**src/rtl/seg_scan_decoder.sv**
```systemverilog
// Readback monitor for a multiplexed active-low 4-digit 7-segment bus.
// Samples each settled digit, decodes it to BCD and assembles MM:SS frames.
module seg_scan_decoder #(
    parameter int unsigned SETTLE_CYCLES = 8,
    parameter int unsigned FRAME_TIMEOUT = 65535
) (
    input  logic       clk,
    input  logic       rst,
    input  logic [6:0] seg_i,
    input  logic [3:0] an_i,
    output logic [3:0] min_tens,
    output logic [3:0] min_ones,
    output logic [3:0] sec_tens,
    output logic [3:0] sec_ones,
    output logic [5:0] minutes,
    output logic [5:0] seconds,
    output logic       frame_valid,
    output logic       blank_o,
    output logic       err_o,
    output logic       stale_o
);

    localparam logic [1:0] StWait   = 2'd0;
    localparam logic [1:0] StSettle = 2'd1;
    localparam logic [1:0] StHold   = 2'd2;

    localparam logic [3:0] CodeBlank   = 4'hA;
    localparam logic [3:0] CodeInvalid = 4'hF;

    localparam logic [7:0]  SettleLast  = 8'(SETTLE_CYCLES - 1);
    localparam logic [19:0] TimeoutLast = 20'(FRAME_TIMEOUT - 1);

    logic [6:0] seg_m, seg_s, seg_p;
    logic [3:0] an_m, an_s, an_p;

    logic [1:0]  state_q, state_d;
    logic [7:0]  cnt_q, cnt_d;
    logic [19:0] tcnt_q, tcnt_d;
    logic [3:0]  mask_q, mask_d;
    logic [3:0][3:0] slot_q;

    logic       an_valid;
    logic [1:0] an_pos;
    logic       changed;
    logic       fire;
    logic       timeout;
    logic       eval;
    logic       frame_good;
    logic       frame_blank;
    logic [3:0] seg_code;

    function automatic logic [3:0] seg_decode(input logic [6:0] s);
        logic [3:0] code;
        case (s)
            7'b1000000: code = 4'd0;
            7'b1111001: code = 4'd1;
            7'b0100100: code = 4'd2;
            7'b0110000: code = 4'd3;
            7'b0011001: code = 4'd4;
            7'b0010010: code = 4'd5;
            7'b0000010: code = 4'd6;
            7'b1111000: code = 4'd7;
            7'b0000000: code = 4'd8;
            7'b0010000: code = 4'd9;
            7'b1111111: code = CodeBlank;
            default:    code = CodeInvalid;
        endcase
        return code;
    endfunction

    assign seg_code = seg_decode(seg_s);
    assign changed  = (seg_s != seg_p) || (an_s != an_p);

    // Exactly one low anode bit selects a position; anything else is no-select.
    always_comb begin
        an_valid = 1'b1;
        an_pos   = 2'd0;
        case (an_s)
            4'b1110: an_pos = 2'd0;
            4'b1101: an_pos = 2'd1;
            4'b1011: an_pos = 2'd2;
            4'b0111: an_pos = 2'd3;
            default: an_valid = 1'b0;
        endcase
    end

    always_comb begin
        state_d = state_q;
        cnt_d   = cnt_q;
        fire    = 1'b0;
        case (state_q)
            StWait: begin
                if (an_valid) begin
                    state_d = StSettle;
                    cnt_d   = 8'd0;
                end
            end
            StSettle: begin
                if (!an_valid) begin
                    state_d = StWait;
                    cnt_d   = 8'd0;
                end else if (changed) begin
                    cnt_d = 8'd0;
                end else begin
                    cnt_d = cnt_q + 8'd1;
                end
            end
            StHold: begin
                if (changed) begin
                    state_d = an_valid ? StSettle : StWait;
                    cnt_d   = 8'd0;
                end
            end
            default: begin
                state_d = StWait;
                cnt_d   = 8'd0;
            end
        endcase
        // The strobe fires on the edge where the counter lands on its last value.
        if (state_d == StSettle && cnt_d == SettleLast) begin
            fire    = 1'b1;
            state_d = StHold;
            cnt_d   = 8'd0;
        end
    end

    assign timeout = !fire && (tcnt_q == TimeoutLast);
    assign eval    = (mask_q == 4'hF);

    always_comb begin
        tcnt_d = tcnt_q + 20'd1;
        if (fire || timeout) begin
            tcnt_d = 20'd0;
        end
        mask_d = mask_q;
        if (eval || timeout) begin
            mask_d = 4'h0;
        end
        if (fire) begin
            mask_d[an_pos] = 1'b1;
        end
    end

    always_comb begin
        frame_good  = (slot_q[0] <= 4'd5) && (slot_q[1] <= 4'd9) &&
                      (slot_q[2] <= 4'd5) && (slot_q[3] <= 4'd9);
        frame_blank = (slot_q[0] == CodeBlank) && (slot_q[1] == CodeBlank) &&
                      (slot_q[2] == CodeBlank) && (slot_q[3] == CodeBlank);
    end

    always_ff @(posedge clk or negedge rst) begin
        if (!rst) begin
            seg_m       <= 7'h7F;
            seg_s       <= 7'h7F;
            seg_p       <= 7'h7F;
            an_m        <= 4'hF;
            an_s        <= 4'hF;
            an_p        <= 4'hF;
            state_q     <= StWait;
            cnt_q       <= 8'd0;
            tcnt_q      <= 20'd0;
            mask_q      <= 4'h0;
            slot_q      <= '0;
            min_tens    <= 4'd0;
            min_ones    <= 4'd0;
            sec_tens    <= 4'd0;
            sec_ones    <= 4'd0;
            minutes     <= 6'd0;
            seconds     <= 6'd0;
            frame_valid <= 1'b0;
            blank_o     <= 1'b0;
            err_o       <= 1'b0;
            stale_o     <= 1'b1;
        end else begin
            seg_m   <= seg_i;
            seg_s   <= seg_m;
            seg_p   <= seg_s;
            an_m    <= an_i;
            an_s    <= an_m;
            an_p    <= an_s;
            state_q <= state_d;
            cnt_q   <= cnt_d;
            tcnt_q  <= tcnt_d;
            mask_q  <= mask_d;
            if (fire) begin
                slot_q[an_pos] <= seg_code;
            end

            frame_valid <= 1'b0;
            err_o       <= 1'b0;
            if (timeout) begin
                stale_o <= 1'b1;
            end
            if (eval) begin
                if (frame_good) begin
                    min_tens    <= slot_q[0];
                    min_ones    <= slot_q[1];
                    sec_tens    <= slot_q[2];
                    sec_ones    <= slot_q[3];
                    minutes     <= 6'(slot_q[0]) * 6'd10 + 6'(slot_q[1]);
                    seconds     <= 6'(slot_q[2]) * 6'd10 + 6'(slot_q[3]);
                    frame_valid <= 1'b1;
                    blank_o     <= 1'b0;
                    stale_o     <= 1'b0;
                end else if (frame_blank) begin
                    blank_o <= 1'b1;
                end else begin
                    err_o <= 1'b1;
                end
            end
        end
    end

endmodule

```
**config.mk**
```make
export PLATFORM = sky130hd
export DESIGN_NAME = seg_scan_decoder
export DESIGN_NICKNAME = d
export VERILOG_FILES = /design/src/rtl/seg_scan_decoder.sv
export SDC_FILE = /design/constraint.sdc
export NUM_CORES = 1
export LEC_CHECK = 0
export BUFFER_PORTS_ARGS = -buffer_cell sky130_fd_sc_hd__buf_2
export CAP_MARGIN = 5
export CORE_MARGIN = 1
export CORE_UTILIZATION = 54
export CTS_CLUSTER_DIAMETER = 150
export DETAILED_ROUTE_END_ITERATION = 12
export GPL_TIMING_DRIVEN = 1
export HOLD_SLACK_MARGIN = 0.06
export PLACE_DENSITY = 0.76
export RECOVER_POWER = 50
export SLEW_MARGIN = 20
export SYNTH_ARGS = -nofsm -noshare
export SYNTH_HDL_FRONTEND = slang
export SYNTH_SLANG_ARGS = --single-unit
```
**constraint.sdc**
```tcl
create_clock -name clk -period 2.7 [get_ports clk]
set_input_delay 0.81 -clock clk [delete_from_list [all_inputs] [get_ports clk]]
set_output_delay 0.81 -clock clk [all_outputs]
set_load 0.01 [all_outputs]
```
# Word-level counts from Yosys, hierarchy flattened
# Cells that the tools add are included.
[word_totals]
regBits = 115
latchBits = 0
ramBits = 0
mem_bits_ro = 0
input_bits = 13
output_inout_bits = 32
memories = 0
[classes]
n_addsub = 4
multipliers = 2
div_mod_pow = 0
n_lt_le_gt_ge = 6
n_eq_ne = 26
n_shift = 0
n_mux = 34
bitwise = 1
n_reduce_logical = 19
[ops]
columns = ["cell", "n"]
rows = [
  ["4-bit case mux with 11 select lines", 1],
  ["8-bit 2-to-1 mux", 5],
  ["4-bit equality test, second input constant", 8],
  ["7-bit equality test, second input constant", 4],
  ["8-bit case mux with 3 select lines", 1],
  ["7-bit by 5-bit equality test with 1-bit output, second input constant", 3],
  ["20-bit by 1-bit adder with 20-bit output, second input constant", 1],
  ["20-bit by 16-bit equality test with 1-bit output, second input constant", 1],
  ["20-bit 2-to-1 mux", 1],
  ["16-bit bitwise mux", 1],
  ["7-bit by 6-bit equality test with 1-bit output, second input constant", 2],
  ["1-bit 2-to-1 mux", 14],
  ["6-bit by 4-bit adder with 6-bit output", 2],
  ["4-bit 2-to-1 mux", 3],
  ["2-bit case mux with 3 select lines", 2],
  ["4-bit by 3-bit multiplier with 5-bit output, second input constant", 2],
  ["1-bit logical AND", 9],
  ["8-bit by 1-bit adder with 8-bit output, second input constant", 1],
  ["4-bit demux with 2-bit select", 1],
  ["8-bit by 3-bit equality test with 1-bit output, second input constant", 1],
  ["4-bit by 3-bit <= comparator with 1-bit output, second input constant", 2],
  ["4-bit <= comparator, second input constant", 2],
  ["2-bit 2-to-1 mux", 4],
  ["7-bit by 2-bit equality test with 1-bit output, second input constant", 1],
  ["other kinds (16)", 20],
]

# Logic depth before layout (Yosys ltp)
# Gate-level depths: netlist of run 1.
[logic_depth]
word_depth = 15
ltp_mapped = 9
mapped_depth_nobuf = 7

# Least setup slack after synthesis of run 1
# OpenSTA, ideal clock, no wires.
[synth_path]
kind = "reg-to-reg"
start = "reg seg_s[4]"
end = "reg slot_q[10] (netlist name)"
setup_ns = 0.125
arrival_ns = 2.571
required_time_ns = 2.575
setup_slack_ns = 0.005
stages_incl_launch_ff = 9
period_less_slack_ns = 2.695
cell_sequence = "dfstp_2 clkbuf_1 xnor2_1 nand2_1 or4_4 o41ai_2 o22ai_2 nand4b_1 mux2_2"
[synth_via]
elab_chain_len = 8
[synth_lines]
columns = ["element", "line_no", "source"]
rows = [
  ["start, declared", "33", "logic [6:0] seg_m, seg_s, seg_p;"],
  ["start signal, assigned", "176", "seg_s <= seg_m;"],
  ["7-bit != test", "72", "assign changed = (seg_s != seg_p) || (an_s != an_p);"],
  ["1-bit logical OR", "72", ""],
  ["8-bit 2-to-1 mux", "102", "end else if (changed) begin"],
  ["8-bit 2-to-1 mux", "99", "if (!an_valid) begin"],
  ["8-bit case mux with 3 select lines", "91", "case (state_q)"],
  ["8-bit by 3-bit equality test with 1-bit output", "120", "if (state_d == StSettle && cnt_d == SettleLast) begin"],
  ["1-bit logical AND", "120", ""],
  ["1-bit 2-to-1 mux", "120", ""],
  ["end signal, assigned by index", "186", "slot_q[an_pos] <= seg_code;"],
  ["end, declared", "40", "logic [3:0][3:0] slot_q;"],
]
# Several ways; a longest one is shown, not always the timed one.
# A chain may end at the register's enable or synchronous reset.

# Final worst setup path of run 1
[layout_path]
start = "reg an_s[3]"
end = "reg mask_q[1]"
[layout_via]
elab_chain_len = 15
[layout_lines]
columns = ["element", "line_no", "source"]
rows = [
  ["start, declared", "34", "logic [3:0] an_m, an_s, an_p;"],
  ["start signal, assigned", "179", "an_s <= an_m;"],
  ["4-bit by 3-bit equality test with 1-bit output / 4-bit equality test (equally long branches)", "78", "case (an_s)"],
  ["4-bit OR reduction (no line)", "--", ""],
  ["1-bit 2-to-1 mux", "78", ""],
  ["1-bit 2-to-1 mux", "110", "state_d = an_valid ? StSettle : StWait;"],
  ["2-bit 2-to-1 mux", "109", "if (changed) begin"],
  ["2-bit case mux with 3 select lines", "91", ""],
  ["2-bit by 1-bit equality test with 1-bit output", "120", ""],
  ["1-bit logical AND", "120", ""],
  ["1-bit 2-to-1 mux", "120", ""],
  ["1-bit zero test", "127", "assign timeout = !fire && (tcnt_q == TimeoutLast);"],
  ["1-bit logical AND", "127", ""],
  ["1-bit logical OR", "136", "if (eval || timeout) begin"],
  ["4-bit 2-to-1 mux", "136", ""],
  ["4-bit OR (no line)", "--", ""],
  ["4-bit 2-to-1 mux *", "139", "if (fire) begin"],
  ["named net mask_d[1]", "39", "logic [3:0] mask_q, mask_d;"],
  ["end signal, assigned", "184", "mask_q <= mask_d;"],
  ["end, declared", "39", ""],
]
# The timed path passes the listed nets; every way through them passes the cells marked *.

==> results of run 1 <==
## routing by layer
metal / global-route usage, % / vias up
li1: - / 1827
met1: 27.4 / 1916
met2: 38.6 / 99
met3: 6.89 / 11
met4: 11.8 / 0
met5: 0 / -
## synthesized netlist by cell type, drive strengths merged, types with 3 or more instances
cell | n | share of area (%)
xor2 | 19 | 3.2
and3 | 10 | 1.2
a21oi | 8 | 0.77
dfstp | 34 | 17
nand3 | 18 | 1.7
ha | 15 | 3.6
nor4 | 9 | 1.3
mux2 | 16 | 3.5
clkbuf | 8 | 0.58
a21o | 3 | 0.43
buf | 13 | 1.3
xnor2 | 25 | 4.2
o21ai | 26 | 2.5
o22ai | 5 | 0.72
nand4b | 7 | 1.2
a211oi | 3 | 0.43
nor3 | 7 | 0.67
nor2b | 5 | 0.60
inv | 15 | 1.1
nand2 | 72 | 5.2
and2 | 4 | 0.48
nand4 | 10 | 1.2
nor2 | 39 | 2.8
dfrtp | 79 | 38
## cell type report
cell class | count | area [sq um]
Sequential cell | 113 | 2870
Fill cell | 668 | 2850
Tap cell | 129 | 161
Clock buffer | 26 | 563
Inverter | 15 | 56.3
Timing Repair Buffer | 72 | 438
Multi-Input combinational cell | 336 | 2260
Clock inverter | 6 | 83.8
## sequential cells by signal, indices dropped and copies added, names as in the netlist, 4 cells and up
name / count
an_m: 4
an_p: 4
an_s: 4
cnt_q: 8
mask_q: 4
min_ones: 4
min_tens: 4
minutes: 5
sec_ones: 4
sec_tens: 4
seconds: 5
seg_m: 7
seg_p: 7
seg_s: 7
slot_q: 16
tcnt_q: 20
## where the power goes
| group | internal, mW | switching, mW |
|---|---|---|
| Sequential | 1.74 | 0.0185 |
| Clock | 1.61 | 0.758 |
| Combinational | 0.0565 | 0.101 |
## repair_timing
action	CTS	global route
gates cloned	1	0
setup endpoints to repair	16	36
pin swaps	7	7
gates resized for setup	1	12
setup buffers	1	11
## cell families after synthesis
group / synth area share, %
mux: 3.47
fa+ha+maj: 4.38
simple gates: 18.6
buf+inv: 2.96
flops: 55.2
compound gates: 7.90
xor+xnor: 7.42
## critical path, stage by stage (launching register included)
cell	delay (ns)
dfstp_2	0.54
xnor2_1	0.14
nand3_2	0.14
or4_4	0.60
o41ai_4	0.33
o22ai_1	0.24
a31oi_1	0.35
o22ai_1	0.16
## per-stage QoR
step / power, mW / hold slack [ns] / area, sq um / utilization [%] / instances
after floorplan: 1.85 / 0.345 / 5200 / - / 484
after global placement: 1.92 / 0.346 / 5640 / 60.7 / 653
after detailed placement: 1.92 / 0.347 / 5640 / 60.7 / 653
after CTS: 4.30 / 0.355 / 6310 / 67.9 / 687
after global routing: 4.42 / 0.358 / 6430 / 69.3 / 697
final: 4.28 / 0.353 / 6430 / 69.3 / 697
## path summary, 6_finish.rpt
kind	start	endpoint	slack [ns]	depth (start not counted)
setup / recovery	an_s[3]$_DFF_PN1_	mask_q[1]$_DFF_PN0_	0.06	7
hold / removal	seg_m[5]$_DFF_PN1_	seg_s[5]$_DFF_PN1_	0.35	0
setup reg to reg	an_s[3]$_DFF_PN1_	mask_q[1]$_DFF_PN0_	0.06	7
hold reg to reg	seg_m[5]$_DFF_PN1_	seg_s[5]$_DFF_PN1_	0.35	0
max in group asynchronous	rst	min_ones[1]$_DFFE_PN0P_	0.99	2
min in group asynchronous	rst	min_tens[2]$_DFFE_PN0P_	0.77	2
==> impl_metrics.yaml, run 1 <==
sta:
  hold_viol: 0
  tns_ns: 0
  slew_headroom_pct: 1.61
  worstMarginPinSlew_ns: 1.48
  fin_ws_ns: 0.0615
  fmax_mhz: 379
  final.min_clock_period_ns: 2.64
  finalSetupViolCount: 0
  fin_crit_sh_pct: 97.7
  finClkSkew_ns: 0.0108
  final_max_slew_viol_count: 0
synthesis:
  synth_edf_count: 0
  async_flop_share_pct: 100
  synth_ff_type: "dfrtp_1"
  ys_ff_latch: 113
  ys_types: 55
  synth_warnings: 0
  syn_nets: 514
  synth_cells: 484
  avgSynthCellArea_sq_um: 10.7
  synth_area_sq_mm: 0.00520
  synth_seq_area_share_pct: 55.2
detailed_routing:
  drc: 0
  ant_nets: 0
  vias_per_cell: 5.53
  dr_wl_met3_microns: 586
  dr.pass1.iters: 4
  dr_wl_met2_microns: 5780
  vias: 3853
  wl_per_cell_microns: 15.9
  highest_layer: "met4"
  wl_microns: 11100
  wl_met1_microns: 4580
  drtIter0Drc: 266
clock_network:
  cts_tree: "done"
  ctsHoldBuffers: 0
  h-tree-depth: 4
  cts.sinks: 113
  cts_buffers: 17
  worstSkewPairLatency_ns: 0.52
  clk_pin_slew_worst_paths_ns: 0.05
  cts_root_buf: "clkbuf_8"
  cts_buffer_depth: 2
floorplanning:
  num_rows: 35
  core_area_sq_mm: 0.00928
  start_util_pct: 56.0
  die_area_sq_mm: 0.0100
  io_pins: 45
  die-width_microns: 100
  die_h_microns: 100
place:
  dp_slack_ns: 0.0128
  place.gp.congestion: 0.847
  dp_hpwl_microns: 6810
  port_buffers: 44
power_and_ir_drop:
  p_leak_nw: 3.09
  power.density_mw_per_mm2: 666
  peakVddDrop_v: 0.000631
global_routing:
  overflow: 0
  grt_start_max_net_pins: 114
  antenna_found_initial: 0
  track_usage_pct: 23.2
  grt_pass1_vias: 3859
  grt_first_pass_wirelength_microns: 17700
critical_path:
  cp.required_ns: 3.07
  worstSetupPathType: "reg -> reg"
  crit_fanout: 4
  cp.arrival_ns: 3.01
  crit_path_end_kind: "register"
  start_kind: "register"
cells_and_area:
  nets: 585
  final_common_cell: "dfrtp_1"
  syn_to_final_growth_pct: 23.8
  layout_common_cells: "79 x dfrtp_1, 71 x nand2_1, 43 x buf_2, 39 x nor2_1, 33 x dfstp_2"
  num_antenna_cells: 0
  drive_gt1_share_pct: 29.2
job:
  drv_cap: 0
status:
  status: "complete, no violations"
hold_path:
  hold_path_class: "reg -> reg"
Note: power is estimated with default switching activity, not from simulation.
==> run 2, diff against run 1 <==
--- a/config.mk
+++ b/config.mk
@@ -8,12 +8,11 @@
 export BUFFER_PORTS_ARGS = -buffer_cell sky130_fd_sc_hd__buf_2
 export CAP_MARGIN = 5
 export CORE_MARGIN = 1
-export CORE_UTILIZATION = 54
+export CORE_UTILIZATION = 40
 export CTS_CLUSTER_DIAMETER = 150
 export DETAILED_ROUTE_END_ITERATION = 12
 export GPL_TIMING_DRIVEN = 1
 export HOLD_SLACK_MARGIN = 0.06
-export PLACE_DENSITY = 0.76
 export RECOVER_POWER = 50
 export SLEW_MARGIN = 20
 export SYNTH_ARGS = -nofsm -noshare
==> run 2 against run 1 <==
  * The flow now finishes with violations (max-capacitance violations, max-slew violations)
  * Global-route usage shrank 5.9 points
  * Maximum frequency grew 2.6%
  * Clock skew shrank 0.00095 ns
  * Die area grew 34%
  * Sequential cell count is the same
  * Final area shrank 1.4%
  * First-iteration DRC count shrank 16%
  * Critical path depth grew 2
==> impl_metrics.yaml, run 2 (synthesis results as in run 1) <==
status:
  status: "finished, violations left"
  violations: "max-capacitance violations, max-slew violations"
sta:
  finalSetupViolCount: 0
  worstMarginPinSlew_ns: 1.70
  final_max_slew_viol_count: 111
  finClkSkew_ns: 0.00987
  fin_crit_sh_pct: 95.2
  fmax_mhz: 389
  slew_headroom_pct: -13.2
  tns_ns: 0
  hold_viol: 0
  rsz0062_at_grt: "no"
  final.min_clock_period_ns: 2.57
critical_path:
  worstSetupPathType: "reg -> reg"
  crit_fanout: 7
  cp.required_ns: 2.98
  cp.arrival_ns: 2.86
  timing.rr.end: "slot_q[9]$_DFFE_PN0P_"
  crit_path_end_kind: "register"
  r2r_slack_ns: 0.13
  reg2regPathDepth: 9
  start_kind: "register"
  r2r-start: "an_s[3]$_DFF_PN1_"
hold_path:
  hold_path.startpoint: "seg_m[5]$_DFF_PN1_"
  worstHoldEndpoint: "seg_s[5]$_DFF_PN1_"
  hold_path_class: "reg -> reg"
  whs_path_depth: 0
power_and_ir_drop:
  p_seq_share_pct: 42.3
  pwr-share-clk_pct: 54.2
  p_int_mw: 3.29
  p_leak_nw: 3.01
  p_total_mw: 4.15
  p_switching_mw: 0.862
  switching_share_pct: 20.8
  combPwrFrac_pct: 3.4
  power.density_mw_per_mm2: 654
  peakVddDrop_v: 0.000478
floorplanning:
  die_h_microns: 116
  core_area_sq_mm: 0.0126
  num_rows: 41
  io_pins: 45
  die-width_microns: 116
  start_util_pct: 41.2
  die_area_sq_mm: 0.0135
detailed_routing:
  drc: 0
  vias_per_cell: 4.99
  drtIter0Drc: 223
  vias: 3665
  ant_nets: 0
  wl_microns: 10500
  dr.pass1.iters: 4
  wl_per_cell_microns: 14.2
clock_network:
  cts_root_buf: "clkbuf_16"
  h-tree-depth: 4
  clk_pin_slew_worst_paths_ns: 0.05
  worstSkewPairLatency_ns: 0.41
  cts.sinks: 113
  cts_tree: "done"
  cts_buffers: 17
  cts_buffer_depth: 2
global_routing:
  grt_start_max_net_pins: 77
  grt_pass1_vias: 3626
  grt_first_pass_wirelength_microns: 17600
  antenna_found_initial: 0
  overflow: 0
  track_usage_pct: 17.3
cells_and_area:
  syn_to_final_growth_pct: 22.1
  reg.largest.list: "tcnt_q x20, slot_q x16, cnt_q x8"
  layout_common_cells: "79 x dfrtp_1, 72 x nand2_1, 44 x buf_2, 39 x nor2_1, 34 x dfstp_2"
  regMostFlops: "tcnt_q"
  final_common_cell: "dfrtp_1"
  n_fill_cell: 1162
  num_antenna_cells: 0
  nets: 580
  drive_gt1_share_pct: 27.4
  largest_register_ff_count: 20
job:
  drv_cap: 2
place:
  port_buffers: 44
  place.gp.congestion: 0.844
  dp_hpwl_microns: 7230
## run 2: per-layer routing
layer	GRT usage, %	share of wire, %	vias to the layer above
li1	-	-	1813
met1	22.1	49	1773
met2	26.7	46	61
met3	5.86	3.3	18
met4	7.52	1.7	0
met5	0	0	-
## run 2: final cells by class
class	instances	area [sq um]	share of cell area, %
Sequential cell	113	2870	45.2
Multi-Input combinational cell	335	2190	34.6
Clock buffer	24	546	8.60
Timing Repair Buffer	68	394	6.21
Tap cell	172	215	3.39
Clock inverter	8	68.8	1.08
Inverter	15	56.3	0.887
## run 2: worst max path at each step
stage | to | from | slack, ns | cells after the start
finish | slot_q[9]$_DFFE_PN0P_ | an_s[3]$_DFF_PN1_ | 0.13 | 9
CTS | slot_q[9]$_DFFE_PN0P_ | seg_s[6]$_DFF_PN1_ | 0.01 | 7
floorplan | slot_q[10]$_DFFE_PN0P_ | seg_s[4]$_DFF_PN1_ | 0.005 | 8
global placement | slot_q[11]$_DFFE_PN0P_ | an_s[0]$_DFF_PN1_ | 0.04 | 7
global route | slot_q[9]$_DFFE_PN0P_ | an_s[3]$_DFF_PN1_ | 0.009 | 9
detailed placement | slot_q[9]$_DFFE_PN0P_ | seg_s[6]$_DFF_PN1_ | 0.005 | 7
## run 2: power by group through the flow
stage | Combinational, mW | Clock (mW) | Sequential (mW)
floorplan | 0.0704 | 0 | 1.78
global placement | 0.145 | 0 | 1.78
detailed placement | 0.149 | 0 | 1.78
CTS | 0.151 | 2.31 | 1.76
global route | 0.161 | 2.39 | 1.76
finish | 0.143 | 2.25 | 1.76
## run 2: through the flow
step | util (%) | instance area [sq um] | setup slack (ns) | hold WS (ns) | instances
3_5_place_dp | 45.4 | 5730 | 0.00506 | 0.347 | 701
6_report | 50.3 | 6340 | 0.129 | 0.351 | 735
5_1_grt | 50.3 | 6340 | 0.00891 | 0.355 | 735
4_1_cts | 50.5 | 6370 | 0.00970 | 0.349 | 734
2_1_floorplan | - | 5200 | 0.00467 | 0.345 | 484
3_3_place_gp | 45.4 | 5730 | 0.0417 | 0.346 | 701
## run 2: what timing repair did
| item | CTS | global route |
|---|---|---|
| resized for setup | 2 | 1 |
| hold buffers | 0 | 0 |
| endpoints found under the setup margin | 4 | 40 |
| buffers inserted | 1 | 1 |
| pin swaps | 2 | 2 |
## run 2: worst max-delay path, stage by stage (launching register included)
cell,delay (ns)
dfstp_2,0.53
buf_4,0.14
xnor2_1,0.17
o211ai_1,0.16
buf_4,0.17
buf_4,0.13
a32oi_1,0.26
nand2_1,0.24
nand4b_1,0.27
mux2_2,0.37
==> run 3, diff against run 2 <==
--- a/config.mk
+++ b/config.mk
@@ -7,14 +7,17 @@
 export LEC_CHECK = 0
 export BUFFER_PORTS_ARGS = -buffer_cell sky130_fd_sc_hd__buf_2
 export CAP_MARGIN = 5
+export CELL_PAD_IN_SITES_DETAIL_PLACEMENT = 0
+export CELL_PAD_IN_SITES_GLOBAL_PLACEMENT = 2
 export CORE_MARGIN = 1
-export CORE_UTILIZATION = 40
+export CORE_UTILIZATION = 35
 export CTS_CLUSTER_DIAMETER = 150
 export DETAILED_ROUTE_END_ITERATION = 12
 export GPL_TIMING_DRIVEN = 1
 export HOLD_SLACK_MARGIN = 0.06
+export PLACE_DENSITY_LB_ADDON = 0.1
 export RECOVER_POWER = 50
-export SLEW_MARGIN = 20
+export SLEW_MARGIN = 0
 export SYNTH_ARGS = -nofsm -noshare
 export SYNTH_HDL_FRONTEND = slang
 export SYNTH_SLANG_ARGS = --single-unit
==> run 3 against run 2 <==
  * Via count is 1.9% higher
  * Register-to-register slack is essentially flat
  * Sequential share of layout area decreased by 0.60 points
  * Clock-buffer cell count down 2
  * The run still ends with max-capacitance violations, max-slew violations left
  * Worst hold slack better by 0.0026 ns
  * Global-route usage is 1.0 points lower
  * Setup slack lost 0.0080 ns
  * Critical path depth decreased by 1
  * Die area is 14% higher
  * First-iteration DRC count shrank 31%
  * Sequential power about the same
==> impl_metrics.yaml, run 3 (synthesis results as in run 1) <==
cells_and_area:
  reg.largest.list: "tcnt_q x20, slot_q x16, cnt_q x8"
  syn_to_final_growth_pct: 23.7
  num_antenna_cells: 0
  final_common_cell: "dfrtp_1"
  nets: 587
  drive_gt1_share_pct: 28.8
  regMostFlops: "tcnt_q"
  n_fill_cell: 1406
  largest_register_ff_count: 20
  layout_common_cells: "79 x dfrtp_1, 71 x nand2_1, 43 x buf_2, 39 x nor2_1, 34 x dfstp_2"
job:
  drv_cap: 1
clock_network:
  cts_buffer_depth: 2
  cts_root_buf: "clkbuf_16"
  h-tree-depth: 4
  cts_buffers: 17
  clk_pin_slew_worst_paths_ns: 0.05
  cts.sinks: 113
  worstSkewPairLatency_ns: 0.42
  ctsHoldBuffers: 0
  cts_tree: "done"
floorplanning:
  io_pins: 45
  start_util_pct: 35.8
  core_area_sq_mm: 0.0145
  die_h_microns: 124
  die-width_microns: 124
  die_area_sq_mm: 0.0153
  num_rows: 44
sta:
  final.min_clock_period_ns: 2.58
  fmax_mhz: 388
  rsz0062_at_grt: "yes"
  finalSetupViolCount: 0
  fin_crit_sh_pct: 95.5
  worstMarginPinSlew_ns: 1.69
  tns_ns: 0
  finClkSkew_ns: 0.00816
  final_max_slew_viol_count: 71
  hold_viol: 0
  slew_headroom_pct: -12.6
global_routing:
  track_usage_pct: 16.3
  antenna_found_initial: 0
  overflow: 0
  grt_start_max_net_pins: 71
  grt_pass1_vias: 3717
  grt_first_pass_wirelength_microns: 18800
critical_path:
  cp.required_ns: 3.00
  path_delay_family: "simple AND/OR/NAND/NOR gates"
  worstSetupStartpoint: "seg_s[2]$_DFF_PN1_"
  crit_chain: "clkbuf_1 > xor2_1 > and3_1 > a21oi_1 > nand2_1 > a211oi_1 > or4b_2 > mux2_2"
  worstSetupPathType: "reg -> reg"
  reg2regPathDepth: 8
  crit_path_end_kind: "register"
  critPathMaxStageDelay_ns: 0.72
  slowest_stage: "or4b_2"
  critical_path_buf_inv_count: 1
  endpoint: "slot_q[1]$_DFFE_PN0P_"
  r2r_slack_ns: 0.12
  crit_fanout: 8
  cp.arrival_ns: 2.87
  timing.rr.end: "slot_q[1]$_DFFE_PN0P_"
  worst-path-stages: 8
  r2r-start: "seg_s[2]$_DFF_PN1_"
  start_kind: "register"
place:
  dp_hpwl_microns: 7730
  port_buffers: 44
  place.gp.congestion: 0.767
detailed_routing:
  wl_per_cell_microns: 14.9
  drc: 0
  vias_per_cell: 4.95
  drtIter0Drc: 154
  wl_microns: 11200
  dr.pass1.iters: 4
  vias: 3735
  ant_nets: 0
power_and_ir_drop:
  power.density_mw_per_mm2: 659
  peakVddDrop_v: 0.000621
  p_leak_nw: 3.05
  p_total_mw: 4.24
status:
  status: "finished, violations left"
  violations: "max-capacitance violations, max-slew violations"
hold_path:
  hold_path_class: "reg -> reg"
-- run 3: cell count changes in the layout (fill, tap and decap cells not counted), sizes merged --
cell,change
bufinv,+1
inv,+4
clkbuf,+1
clkinvlp,-1
clkinv,-2
buf,+4
-- run 3: per-layer routing --
metal | vias up | track usage [%] | part of all wire [%]
met5 | - | 0 | 0
li1 | 1820 | - | -
met2 | 58 | 25.1 | 46
met4 | 0 | 6.85 | 1.5
met1 | 1841 | 21.3 | 49
met3 | 16 | 4.72 | 3.3
-- run 3: worst min-delay path by stage --
| stage | startpoint | endpoint | slack (ns) | depth (start not counted) |
|---|---|---|---|---|
| after floorplan | an_m[0]$_DFF_PN1_ | an_s[0]$_DFF_PN1_ | 0.35 | 0 |
| after global placement | an_m[3]$_DFF_PN1_ | an_s[3]$_DFF_PN1_ | 0.35 | 0 |
| after detailed placement | seg_m[4]$_DFF_PN1_ | seg_s[4]$_DFF_PN1_ | 0.35 | 0 |
| after CTS | an_m[3]$_DFF_PN1_ | an_s[3]$_DFF_PN1_ | 0.35 | 0 |
| after global routing | seg_m[4]$_DFF_PN1_ | seg_s[4]$_DFF_PN1_ | 0.36 | 0 |
| final | an_m[3]$_DFF_PN1_ | an_s[3]$_DFF_PN1_ | 0.35 | 0 |
-- run 3: final cells by class --
class,instances,area [sq um],area share (%)
flip-flops and latches,113,2870,44.6
multi-input cells,335,2210,34.3
clock buffers,22,507,7.88
repair buffers,75,442,6.87
well taps,184,230,3.58
clock inverters,10,116,1.81
inverters,15,56.3,0.876
-- run 3: where the power goes --
part           leakage [nW]  switching (mW)  internal [mW]
combinational          1.29          0.0961         0.0535
clock                 0.312           0.809           1.52
sequential             1.45          0.0149           1.74
-- run 3: what timing repair did --
| action | CTS | global route |
|---|---|---|
| cloned | 0 | 0 |
| setup buffers | 2 | 3 |
| endpoints found under the setup margin | 16 | 42 |
| pin swaps | 6 | 4 |
| resized for setup | 3 | 4 |
-- run 3: worst reg2reg max path, cell delays in order, from the launching register on --
cell and delay [ns]:
dfstp_2 0.53, clkbuf_1 0.31, xor2_1 0.18, and3_1 0.19, a21oi_1 0.07, nand2_1 0.09, a211oi_1 0.06, or4b_2 0.72
mux2_2 0.31
-- run 3: per-stage QoR --
step / hold slack (ns) / std cells / cell area, sq um / utilization (%) / setup slack [ns]
2_1_floorplan: 0.345 / 484 / 5200 / - / 0.00467
3_3_place_gp: 0.345 / 717 / 5780 / 39.8 / -0.00284
3_5_place_dp: 0.347 / 717 / 5780 / 39.8 / -0.0522
4_1_cts: 0.354 / 751 / 6440 / 44.3 / 0.0789
5_1_grt: 0.355 / 754 / 6430 / 44.2 / -0.0224
6_report: 0.354 / 754 / 6430 / 44.2 / 0.121
